==> config.mk <==
export PLATFORM = sky130hd
export DESIGN_NAME = bcd_3digit_to_binary_seq
export DESIGN_NICKNAME = d
export VERILOG_FILES = /design/src/rtl/bcd_3digit_to_binary_seq_pkg.sv /design/src/rtl/bcd_3digit_to_binary_seq_sub3.sv /design/src/rtl/bcd_3digit_to_binary_seq.sv
export SDC_FILE = /design/constraint.sdc
export NUM_CORES = 1
export LEC_CHECK = 0
export ABC_AREA = 1
export CAP_MARGIN = 15
export CORE_MARGIN = 2
export CORE_UTILIZATION = 55
export CTS_CLUSTER_DIAMETER = 100
export DETAILED_ROUTE_END_ITERATION = 10
export PLACE_DENSITY = 0.79
export SLEW_MARGIN = 10
export SYNTH_ARGS = -nofsm -noshare
export SYNTH_HDL_FRONTEND = slang
export SYNTH_HIERARCHICAL = 1
export SYNTH_SLANG_ARGS = --single-unit
==> constraint.sdc <==
create_clock -name clk -period 1.3 [get_ports clk]
set_input_delay 0.13 -clock clk [delete_from_list [all_inputs] [get_ports clk]]
set_output_delay 0.13 -clock clk [all_outputs]
set_load 0.01 [all_outputs]
==> src/rtl/bcd_3digit_to_binary_seq_pkg.sv <==
// Shared definitions for the sequential BCD-to-binary converter.
package bcd_3digit_to_binary_seq_pkg;

    // Converter control states.
    typedef enum logic [1:0] {
        IDLE   = 2'd0,
        SHIFT  = 2'd1,
        FINISH = 2'd2
    } state_t;

    // Width of one packed BCD digit.
    localparam int DIGIT_W = 4;

    // Largest legal value of a BCD digit.
    localparam int BCD_MAX_DIGIT = 9;

    // Width of a counter that must be able to hold the value bin_w.
    function automatic int cnt_width(input int bin_w);
        return $clog2(bin_w + 1);
    endfunction

endpackage

==> src/rtl/bcd_3digit_to_binary_seq_sub3.sv <==
// Per-digit reverse double-dabble adjust: digits of 8 or more lose 3.
module bcd_digit_sub3
    import bcd_3digit_to_binary_seq_pkg::*;
(
    input  logic [DIGIT_W-1:0] digit,
    output logic [DIGIT_W-1:0] adjusted
);

    // Only digits >= 8 are adjusted, so the subtraction cannot underflow.
    assign adjusted = (digit >= DIGIT_W'(8)) ? digit - DIGIT_W'(3) : digit;

endmodule

==> src/rtl/bcd_3digit_to_binary_seq.sv <==
// Sequential packed-BCD to unsigned binary converter (reverse double dabble),
// one result bit per clock, with a start/busy/done handshake.
module bcd_3digit_to_binary_seq
    import bcd_3digit_to_binary_seq_pkg::*;
#(
    parameter int DIGITS = 3,
    parameter int BIN_W  = 8
) (
    input  logic                        clk,
    input  logic                        rst_n,
    input  logic                        start,
    input  logic [DIGIT_W*DIGITS-1:0]   bcd_in,
    output logic                        busy,
    output logic                        done,
    output logic [BIN_W-1:0]            bin_out,
    output logic                        err
);

    localparam int BCD_W = DIGIT_W * DIGITS;
    localparam int CNT_W = cnt_width(BIN_W);

    state_t            state;
    state_t            state_next;
    logic              do_load;
    logic              do_shift;
    logic              do_finish;

    logic [BCD_W-1:0]  bcd_reg;
    logic [BIN_W-1:0]  bin_reg;
    logic [CNT_W-1:0]  cnt;
    logic              inv;

    logic [BCD_W-1:0]  bcd_shift;
    logic [BCD_W-1:0]  bcd_adj;
    logic [BIN_W-1:0]  bin_shift;
    logic              any_bad;
    logic              ovf;

    // {bcd_reg, bin_reg} shifted right by one as a single register.
    assign bcd_shift = bcd_reg >> 1;
    assign bin_shift = {bcd_reg[0], bin_reg[BIN_W-1:1]};

    // Anything left in the BCD register after all shifts means the value
    // does not fit in BIN_W bits.
    assign ovf = |bcd_reg;

    genvar g;
    generate
        for (g = 0; g < DIGITS; g++) begin : g_digit
            bcd_digit_sub3 u_sub3 (
                .digit    (bcd_shift[g*DIGIT_W +: DIGIT_W]),
                .adjusted (bcd_adj[g*DIGIT_W +: DIGIT_W])
            );
        end
    endgenerate

    // Flag any incoming nibble that is not a decimal digit.
    always_comb begin
        any_bad = 1'b0;
        for (int i = 0; i < DIGITS; i++) begin
            if (bcd_in[i*DIGIT_W +: DIGIT_W] > DIGIT_W'(BCD_MAX_DIGIT)) begin
                any_bad = 1'b1;
            end
        end
    end

    // State register.
    always_ff @(posedge clk or negedge rst_n) begin
        if (!rst_n) begin
            state <= IDLE;
        end else begin
            state <= state_next;
        end
    end

    // Next-state decode and per-state datapath strobes.
    always_comb begin
        state_next = state;
        do_load    = 1'b0;
        do_shift   = 1'b0;
        do_finish  = 1'b0;
        case (state)
            IDLE: begin
                if (start) begin
                    do_load    = 1'b1;
                    state_next = SHIFT;
                end
            end
            SHIFT: begin
                do_shift = 1'b1;
                if (cnt == CNT_W'(BIN_W - 1)) begin
                    state_next = FINISH;
                end
            end
            FINISH: begin
                do_finish  = 1'b1;
                state_next = IDLE;
            end
            default: state_next = IDLE;
        endcase
    end

    // Shift registers, iteration counter and registered outputs.
    always_ff @(posedge clk or negedge rst_n) begin
        if (!rst_n) begin
            bcd_reg <= '0;
            bin_reg <= '0;
            cnt     <= '0;
            inv     <= 1'b0;
            busy    <= 1'b0;
            done    <= 1'b0;
            err     <= 1'b0;
            bin_out <= '0;
        end else begin
            done <= 1'b0;
            if (do_load) begin
                bcd_reg <= bcd_in;
                bin_reg <= '0;
                inv     <= any_bad;
                cnt     <= '0;
                busy    <= 1'b1;
            end
            if (do_shift) begin
                bcd_reg <= bcd_adj;
                bin_reg <= bin_shift;
                cnt     <= cnt + CNT_W'(1);
            end
            if (do_finish) begin
                err     <= inv | ovf;
                bin_out <= (inv | ovf) ? '0 : bin_reg;
                done    <= 1'b1;
                busy    <= 1'b0;
            end
        end
    end

endmodule
=== After elaboration in Yosys (flattened, before gate mapping) ===
Cells that the tools add are included.

* Bits in registers: 38
* Input bits: 15
* Output and inout port bits: 11
* Word-level logic and storage cells: 53

* Add/sub/neg operators: 4
* Magnitude comparators: 6
* Eq/ne operators: 5
* Multiplexer cells: 23
* Bitwise operators: 1
* Reduce and logical (&&, ||, !) cells: 5

{| class="wikitable"
|+ Operators by type and width
! operator !! count
|-
| $mux W12 || 2
|-
| $mux W8 || 3
|-
| $mux W4 || 5
|-
| $gt A4 B4 Y1 const B || 3
|-
| $reduce_or A12 Y1 || 1
|-
| $mux W1 || 10
|-
| $ge A4 B4 Y1 const B || 2
|-
| $sub A4 B2 Y4 const B || 2
|-
| $add A4 B1 Y4 const B || 1
|-
| $eq A4 B3 Y1 const B || 1
|-
| $ge A3 B4 Y1 const B || 1
|-
| $mux W2 || 2
|-
| $ne A2 B2 Y1 const B || 2
|-
| $pmux W2 S2 || 1
|-
| $reduce_bool A2 Y1 || 2
|-
| $sub A3 B2 Y4 const B || 1
|-
| $eq A2 B1 Y1 const B || 1
|-
| $eq A2 B2 Y1 const B || 1
|-
| $logic_not A2 Y1 || 1
|-
| $reduce_and A2 Y1 || 1
|-
| $or A1 B1 Y1 || 1
|}

=== Longest topological paths before layout ===
Gate-level depths: netlist of the first run.

* Word-level depth: 4
* Mapped depth: 8
* Depth with buffers taken out: 8

=== Hierarchy ===
The synthesis of the first run kept the hierarchy.

{| class="wikitable"
|+ Modules (own cells, without submodules)
! module !! times used !! cells each !! area each (um^2)
|-
| bcd_3digit_to_binary_seq || 1 || 201 || 1,771.7
|-
| bcd_digit_sub3 || 3 || 16 || 88.8
|}

=== Worst setup path before layout of the first run ===
No wires, ideal clock.

* Path kind: reg2reg
* Start point: register bcd_reg[1]
* End point: register err
* Arrival time: 1.015 ns
* Setup slack: 0.169 ns
* Stages on the path, launching flop included: 6
* Buffers on the path: 0
* Period minus slack after synthesis: 1.131 ns
* Path through: dfrtp_1 -> or2_1 -> nor2_4 -> nand2_1 -> nand2_1 -> nand2_1

* Cells in the longest elaborated chain, start to end: 2

{| class="wikitable"
|+ Ends and longest elaborated chain
! element !! line !! source
|-
| start: declaration || bcd_3digit_to_binary_seq.sv:28 || <nowiki>logic [BCD_W-1:0] bcd_reg;</nowiki>
|-
| start signal: assignment || bcd_3digit_to_binary_seq.sv:117 || <nowiki>bcd_reg <= bcd_in;</nowiki>
|-
| start signal: assignment || bcd_3digit_to_binary_seq.sv:124 || <nowiki>bcd_reg <= bcd_adj;</nowiki>
|-
| $reduce_or A12 Y1 || bcd_3digit_to_binary_seq.sv:45 || <nowiki>assign ovf = |bcd_reg;</nowiki>
|-
| $or A1 B1 Y1 || bcd_3digit_to_binary_seq.sv:129 || <nowiki>err <= inv | ovf;</nowiki>
|-
| end signal: assignment || bcd_3digit_to_binary_seq.sv:129 ||
|-
| end: declaration || bcd_3digit_to_binary_seq.sv:16 || <nowiki>output logic err</nowiki>
|}

Every way passes these cells.
A chain may end at the register's enable or synchronous reset.

=== Worst setup path after layout of the first run ===
* Start point: register state[1]
* End point: register bcd_reg[8]

* Cells in the longest elaborated chain, start to end: 3

{| class="wikitable"
|+ Ends and longest elaborated chain
! element !! line !! source
|-
| start: declaration || bcd_3digit_to_binary_seq.sv:22 || <nowiki>state_t state;</nowiki>
|-
| start signal: assignment || bcd_3digit_to_binary_seq.sv:72 || <nowiki>state <= state_next;</nowiki>
|-
| $eq A2 B1 Y1 / $logic_not A2 Y1 (equally long branches) || bcd_3digit_to_binary_seq.sv:82 || <nowiki>case (state)</nowiki>
|-
| $mux W1 || bcd_3digit_to_binary_seq.sv:82 ||
|-
| $mux W12 / $reduce_bool A2 Y1 (equally long branches) || - ||
|}

Several ways; a longest one is shown, not always the timed one.

==> results of run 1 <==
repair_timing:
item	CTS	global route
gates resized for setup	10	3
endpoints found under the hold margin	38	0
pin swaps	0	1
hold buffers	1	0
cloned	0	1
setup endpoints to repair	10	3
kinds of logic (layout without fill, tap and decap cells):
kind of cell / Yosys count / after routing
AO/OA/AOI/OAI: 24 / 24
buffers and inverters: 38 / 76
XOR/XNOR: 3 / 3
AND/OR/NAND/NOR: 138 / 139
adder cells (fa/ha/maj): 7 / 7
flip-flops: 38 / 38
other: 1 / 6
metal layers:
metal  wire [um]  up-vias
met5           0        -
met4          70        0
met3         111        7
met2        1910       23
met1        1940      780
li1            -      856
final cells by class:
| type | count | area, um2 | share of cell area |
|---|---|---|---|
| inverter | 32 | 120 | 0.0477 |
| tap | 48 | 60.1 | 0.0238 |
| multi-input combinational | 179 | 935 | 0.371 |
| clock buffer | 6 | 82.6 | 0.0328 |
| clock inverter | 2 | 12.5 | 0.00497 |
| sequential | 38 | 952 | 0.378 |
| timing repair buffer | 36 | 358 | 0.142 |
critical path, cell delays in order, from the launching register on:
cell and delay [ns]:
dfrtp_1 0.42, inv_2 0.12, nand2_4 0.07, inv_2 0.23, nand2_1 0.08, nand2_1 0.11, nand2_2 0.06, nand2_2 0.06
worst paths after layout:
kind / startpoint / end / slack, ns / depth (start not counted)
worst max-delay path: state[1]$_DFFE_PN0P_ / bcd_reg[8]$_DFFE_PN0P_ / 0.10 / 7
worst min-delay path: rst_n / bcd_reg[0]$_DFFE_PN0P_ / 0.41 / 3
worst max register to register: state[1]$_DFFE_PN0P_ / bcd_reg[8]$_DFFE_PN0P_ / 0.10 / 7
worst min register to register: bin_out[7]$_DFFE_PN0P_ / bin_out[7]$_DFFE_PN0P_ / 0.48 / 2
max in group asynchronous: rst_n / bcd_reg[5]$_DFFE_PN0P_ / 0.54 / 3
min in group clk: bcd_in[10] / bcd_reg[10]$_DFFE_PN0P_ / 0.41 / 3
power by group:
| part | internal (mW) | switching, mW | leakage [nW] |
|---|---|---|---|
| combinational | 1.06 | 1.43 | 0.795 |
| sequential | 1.61 | 0.312 | 0.484 |
| clock | 0.426 | 0.424 | 0.0472 |
through the flow:
stage / power [mW] / std cells / instance area (um2) / utilization
6_report: 5.26 / 341 / 2520 / 0.699
5_1_grt: 5.72 / 341 / 2520 / 0.699
4_1_cts: 5.24 / 340 / 2510 / 0.695
3_5_place_dp: 4.39 / 331 / 2410 / 0.670
3_3_place_gp: 4.28 / 331 / 2410 / 0.670
2_1_floorplan: 3.65 / 254 / 2060 / -
cell usage in the layout (no fill, tap or decap), drive strengths merged:
cell type	instances
dlygate4sd2	10
dfrtp	38
ha	7
o21ai	9
clkinvlp	1
buf	11
clkdlybuf4s50	13
a21oi	3
clkinv	1
inv	32
a22o	1
or2	2
a21boi	3
nor2	20
nand2	92
o22ai	8
dlygate4sd3	1
dlymetal6s2s	1
conb	6
nand3	25
clkbuf	6
xor2	3
==> impl_results.md, run 1 <==
- Die Ht: approximately 65 um
- Post-CTS setup buffers: 0
- Crit end category: register
- H-tree depth: 2
- Post-synthesis mux area share: 0
- Top Usage Layer GRT: met2
- Root buffer cell: clkbuf_8
- Post-DR wirelength/cell: roughly 12 um
- Routing usage on met3: 0.0521
- Seq/Total Area, Yosys: 0.467
- Crit share post-route: 0.922
- Unrepaired setup endpoints after global routing: false
- Ys async rst share: 1.00
- Final slew viol count: 0
- Synth cell count leaders: nand2_1, dfrtp_1, inv_1
- Post-synth EDFFs: 0
- Gate Count Post-Synth: ~250
- Flip-flop count of the largest register after layout: 12
- Starting DRT DRC Count: 100
- Drt pass-1 iters: 4
- WL final: 4.03 mm
- DR vias/cell: 4.89
- Post-layout min period: between 1 and 1.5 ns
- Post-Synth Simple-Gate Area: 0.292
- Setup ws final: just over 0.1 ns
- Initial core utilization: 0.565
- Global-route wire length before repair: about 7.1 mm
- Final ANT Viol Nets: 0
- # rows: 22
- Yosys reg bits: 38
- # IOs: 26
- Netlist cell types: 25
- Pre-CTS setup slack: about 0.00055 ns
- Skew-Pair Late Insertion Delay: 0.30 ns
- Status: completed
- Via count: ~1700
- Post-synth top area share: 0.467
- Core region area: approximately 3600 um2
- XOR/XNOR Fraction of Synth Area: 0.0129
- Worst Setup Path Type: register to register
- Max-capacitance violation count: 0
- Post-synthesis cell area: approximately 2000 um2
- Vias in the first global route: 1676
- Final Hold Viols: 0
- Fmax: roughly 0.83 GHz
- Gr ovfl total: 0
- PortBufs: 25
- Met2 Usage GRT: 0.379
- Nets: 314
- Setup TNS Final: 0 ns
- Worst-case clock buffer depth: 2
- CP Launch Type: register
- Met1 Use GR: 0.269
- P_leak: about 1.3 nW
- Final GP Congestion: approximately 0.77
- Number of diodes: 0
- Data required time at the worst endpoint: approximately 1.5 ns
- Mean post-synth cell area: just over 8 um2
- Layout cell share with drive strength beyond 1: 0.157
- Die X: roughly 65 um
- Post-synth top area cell: dfrtp_1
- DRC: 0
- Clk sinks: 38
- YS warnings: 6
- Fill cell count: around 300
- Adder-cell area share of the yosys netlist: 0.0430
- Crit Path Max Fanout: 16
- Largest family of logic cells by synthesized area: simple AND/OR/NAND/NOR gates
- Min-delay worst type: input pin to asynchronous set/reset pin
- Worst Skew: around 0.0068 ns
- Pwr dens: between 2000 and 2500 nW/um2
- Arrival @ worst endpoint: 1.43 ns
- Worst IR drop on VDD: a little under 900 uV
- Largest net degree at the start of global routing: 39
- Reg clk slew, reported paths: about 0.080 ns
- GRT Total Usage: 0.221
- Detailed Place HPWL: around 2.8 mm
- Initial antenna violation count: 0
- Num CTS Buffers: 5
- Die Area: 4210 um2
- Main synth FF type: dfrtp_1
- Hold slack: 0.407 ns
- CTS tree: done
- Synthesis-to-finish area growth: 23.6%
- Top cells by area, synth: dfrtp_1, nand2_1, nand3_1, inv_1, o22ai_2
- Compound-cell area share of the yosys netlist: 0.0958
- Most numerous cell in the Yosys netlist: nand2_1
- Setup Viol. Count Final: 0
(Power assumes the default switching activity.)
==> run 2: changes to the inputs <==
clock period = 1.2 ns   (was 1.3 ns; I/O delays follow)
==> impl_results.md, run 2 (synthesis gave the netlist of run 1 again) <==
- Die X: 64.9 um (unchanged)
- CTS tree: done (unchanged)
- Gr ovfl total: 0 (unchanged)
- Vias in the first global route: 1699 (was 1676)
- Pwr Total: 6.14 mW (was 5.26 mW)
- Final GP Congestion: 0.785 (was 0.774)
- Skew-Pair Late Insertion Delay: 0.28 ns (was 0.30 ns)
- Min-delay worst type: input pin to asynchronous set/reset pin (unchanged)
- Post-DP Area: 2470 um2 (was 2410 um2)
- Num CTS Buffers: 5 (unchanged)
- Pwr dens: 2290 nW/um2 (was 2090 nW/um2)
- Final ANT Viol Nets: 0 (unchanged)
- P_leak: 1.39 nW (was 1.33 nW)
- Global-route wire length before repair: 7.46 mm (was 7.09 mm)
- Synthesis-to-finish area growth: 31.2% (was 23.6%)
- WL final: 4.31 mm (was 4.03 mm)
- Final Hold Viols: 0 (unchanged)
- Setup Viol. Count Final: 0 (unchanged)
- Initial antenna violation count: 0 (unchanged)
- Pre-CTS setup slack: -0.0725 ns (was 0.000549 ns)
- DRC: 0 (unchanged)
- Hold slack: 0.293 ns (was 0.407 ns)
- CP Launch Type: register (unchanged)
- Clock Power Share: 0.144 (was 0.161)
- Status: completed (unchanged)
- Most frequent cells in the layout: nand2_1, dfrtp_1, inv_1, nand3_1, nor2_1 (unchanged)
- Crit Path Max Fanout: 5 (was 16)
- Root buffer cell: clkbuf_8 (unchanged)
- Fmax: 0.835 GHz (about the same)
- Worst-case clock buffer depth: 2 (unchanged)
- Die Area: 4210 um2 (unchanged)
- GRT Total Usage: 0.231 (was 0.221)
- Worst Setup Path Type: register to register (unchanged)
- Data required time at the worst endpoint: 1.37 ns (was 1.54 ns)
- Drt pass-1 iters: 5 (was 4)
- Cell area after layout: 2680 um2 (was 2520 um2)
- DR vias/cell: 5.06 (was 4.89)
- # rows: 22 (unchanged)
- CP dominant cell by count: nand2_1
- Worst Skew: 0.00709 ns (was 0.00676 ns)
- Arrival @ worst endpoint: 1.37 ns (was 1.43 ns)
- Combinational share of power: 0.519 (was 0.474)
- Reg clk slew, reported paths: 0.07 ns (was 0.08 ns)
- Slowest cell on crit path: dfrtp_2 (was dfrtp_1)
- Sequential power share: 0.338 (was 0.364)
- # IOs: 26 (unchanged)
- PortBufs: 25 (unchanged)
- Clk sinks: 38 (unchanged)
- Max-capacitance violation count: 0 (unchanged)
- Crit share post-route: 0.998 (was 0.922)
- Crit-path cells: inv_2 -> ha_1 -> nand2_1 -> o21ai_1 -> nand2_1 -> nand3_1 (was inv_2 -> nand2_4 -> inv_2 -> nand2_1 -> nand2_1 -> nand2_2 -> nand2_2)
- Largest stage delay, worst path: 0.44 ns (was 0.42 ns)
- Fin cells: 352 (was 341)
- Switch share: 0.400 (was 0.412)
- Die Ht: 64.9 um (unchanged)
- Internal power: 3.68 mW (was 3.10 mW)
- Number of diodes: 0 (unchanged)
- Initial core utilization: 0.565 (unchanged)
- Fill cell count: 244 (was 299)
- Layout cell share with drive strength beyond 1: 0.214 (was 0.157)
- Nets: 325 (was 314)
- Detailed Place HPWL: 2.89 mm (was 2.76 mm)
- Via count: 1782 (was 1666)
- Post-layout min period: 1.20 ns (about the same)
- Crit end category: register (unchanged)
- Worst IR drop on VDD: 1180 uV (was 883 uV)
- Setup TNS Final: 0 ns (unchanged)
- Starting DRT DRC Count: 123 (was 100)
- H-tree depth: 2 (unchanged)
- Commonest non-fill, non-tap cell in the layout: nand2_1 (unchanged)
- Fin util: 0.742 (was 0.699)
- Unrepaired setup endpoints after global routing: true (was false)
- Post-DR wirelength/cell: 12.2 um (was 11.8 um)
- Placed cell count: 337 (was 331)
- Largest net degree at the start of global routing: 23 (was 39)
- Final slew viol count: 0 (unchanged)
- NetSw: 2.45 mW (was 2.17 mW)
- Flip-flop count of the largest register after layout: 12 (unchanged)
- Setup ws final: 0.00184 ns (was 0.102 ns)
- Core region area: 3610 um2 (unchanged)
## run 2: power by group through the flow
stage / registers [mW] / logic [mW] / clock network (mW)
2_1_floorplan: 2.09 / 1.86 / 0
3_3_place_gp: 2.06 / 2.72 / 0
3_5_place_dp: 2.07 / 2.80 / 0
4_1_cts: 2.04 / 2.87 / 0.905
5_1_grt: 2.13 / 3.57 / 0.993
6_report: 2.07 / 3.18 / 0.882
## run 2: path summary, 6_finish.rpt
check / from / end / slack [ns] / depth (start not counted)
setup / recovery: bcd_reg[1]$_DFFE_PN0P_ / bcd_reg[1]$_DFFE_PN0P_ / 0.002 / 6
hold / removal: rst_n / cnt[1]$_DFFE_PN0P_ / 0.29 / 2
setup reg to reg: bcd_reg[1]$_DFFE_PN0P_ / bcd_reg[1]$_DFFE_PN0P_ / 0.002 / 6
hold reg to reg: bin_out[4]$_DFFE_PN0P_ / bin_out[4]$_DFFE_PN0P_ / 0.47 / 2
max in group asynchronous: rst_n / bcd_reg[5]$_DFFE_PN0P_ / 0.44 / 3
min in group clk: bcd_in[6] / bcd_reg[6]$_DFFE_PN0P_ / 0.41 / 3
## run 2: timing repair
item	in CTS	in global routing
resized for setup	12	19
cloned	0	1
setup endpoints to repair	16	24
hold buffers	1	0
setup buffers	2	3
pin swaps	0	4
hold endpoints to repair	16	0
## run 2: worst max-delay path, delay by kind of cell, from the launching register on
| kind | cells | cell delay, ns |
|---|---|---|
| AO/OA/AOI/OAI | 1 | 0.08 |
| flip-flops | 1 | 0.44 |
| adder cells (fa/ha/maj) | 1 | 0.28 |
| buffers and inverters | 1 | 0.04 |
| AND/OR/NAND/NOR | 3 | 0.24 |
## run 2: layout make-up
cell class / instances / area [um2] / share of cell area
flip-flops and latches: 38 / 955 / 0.357
inverters: 32 / 128 / 0.0477
clock buffers: 7 / 86.3 / 0.0323
clock inverters: 1 / 5.00 / 0.00187
repair buffers: 48 / 485 / 0.181
multi-input cells: 178 / 956 / 0.357
well taps: 48 / 60.1 / 0.0225
## run 2: metal layers
layer | GRT usage | vias up | part of all wire
li1 | - | 875 | -
met1 | 0.298 | 842 | 0.42
met2 | 0.371 | 61 | 0.51
met3 | 0.0573 | 4 | 0.057
met4 | 0.0984 | 0 | 0.013
met5 | 0 | - | 0
==> run 3: changes to the inputs <==
ABC_CLOCK_PERIOD_IN_PS = 1200   (was unset)
==> results of run 3 <==
Same layout as run 2: the final DEF is identical, and so are final timing and power.
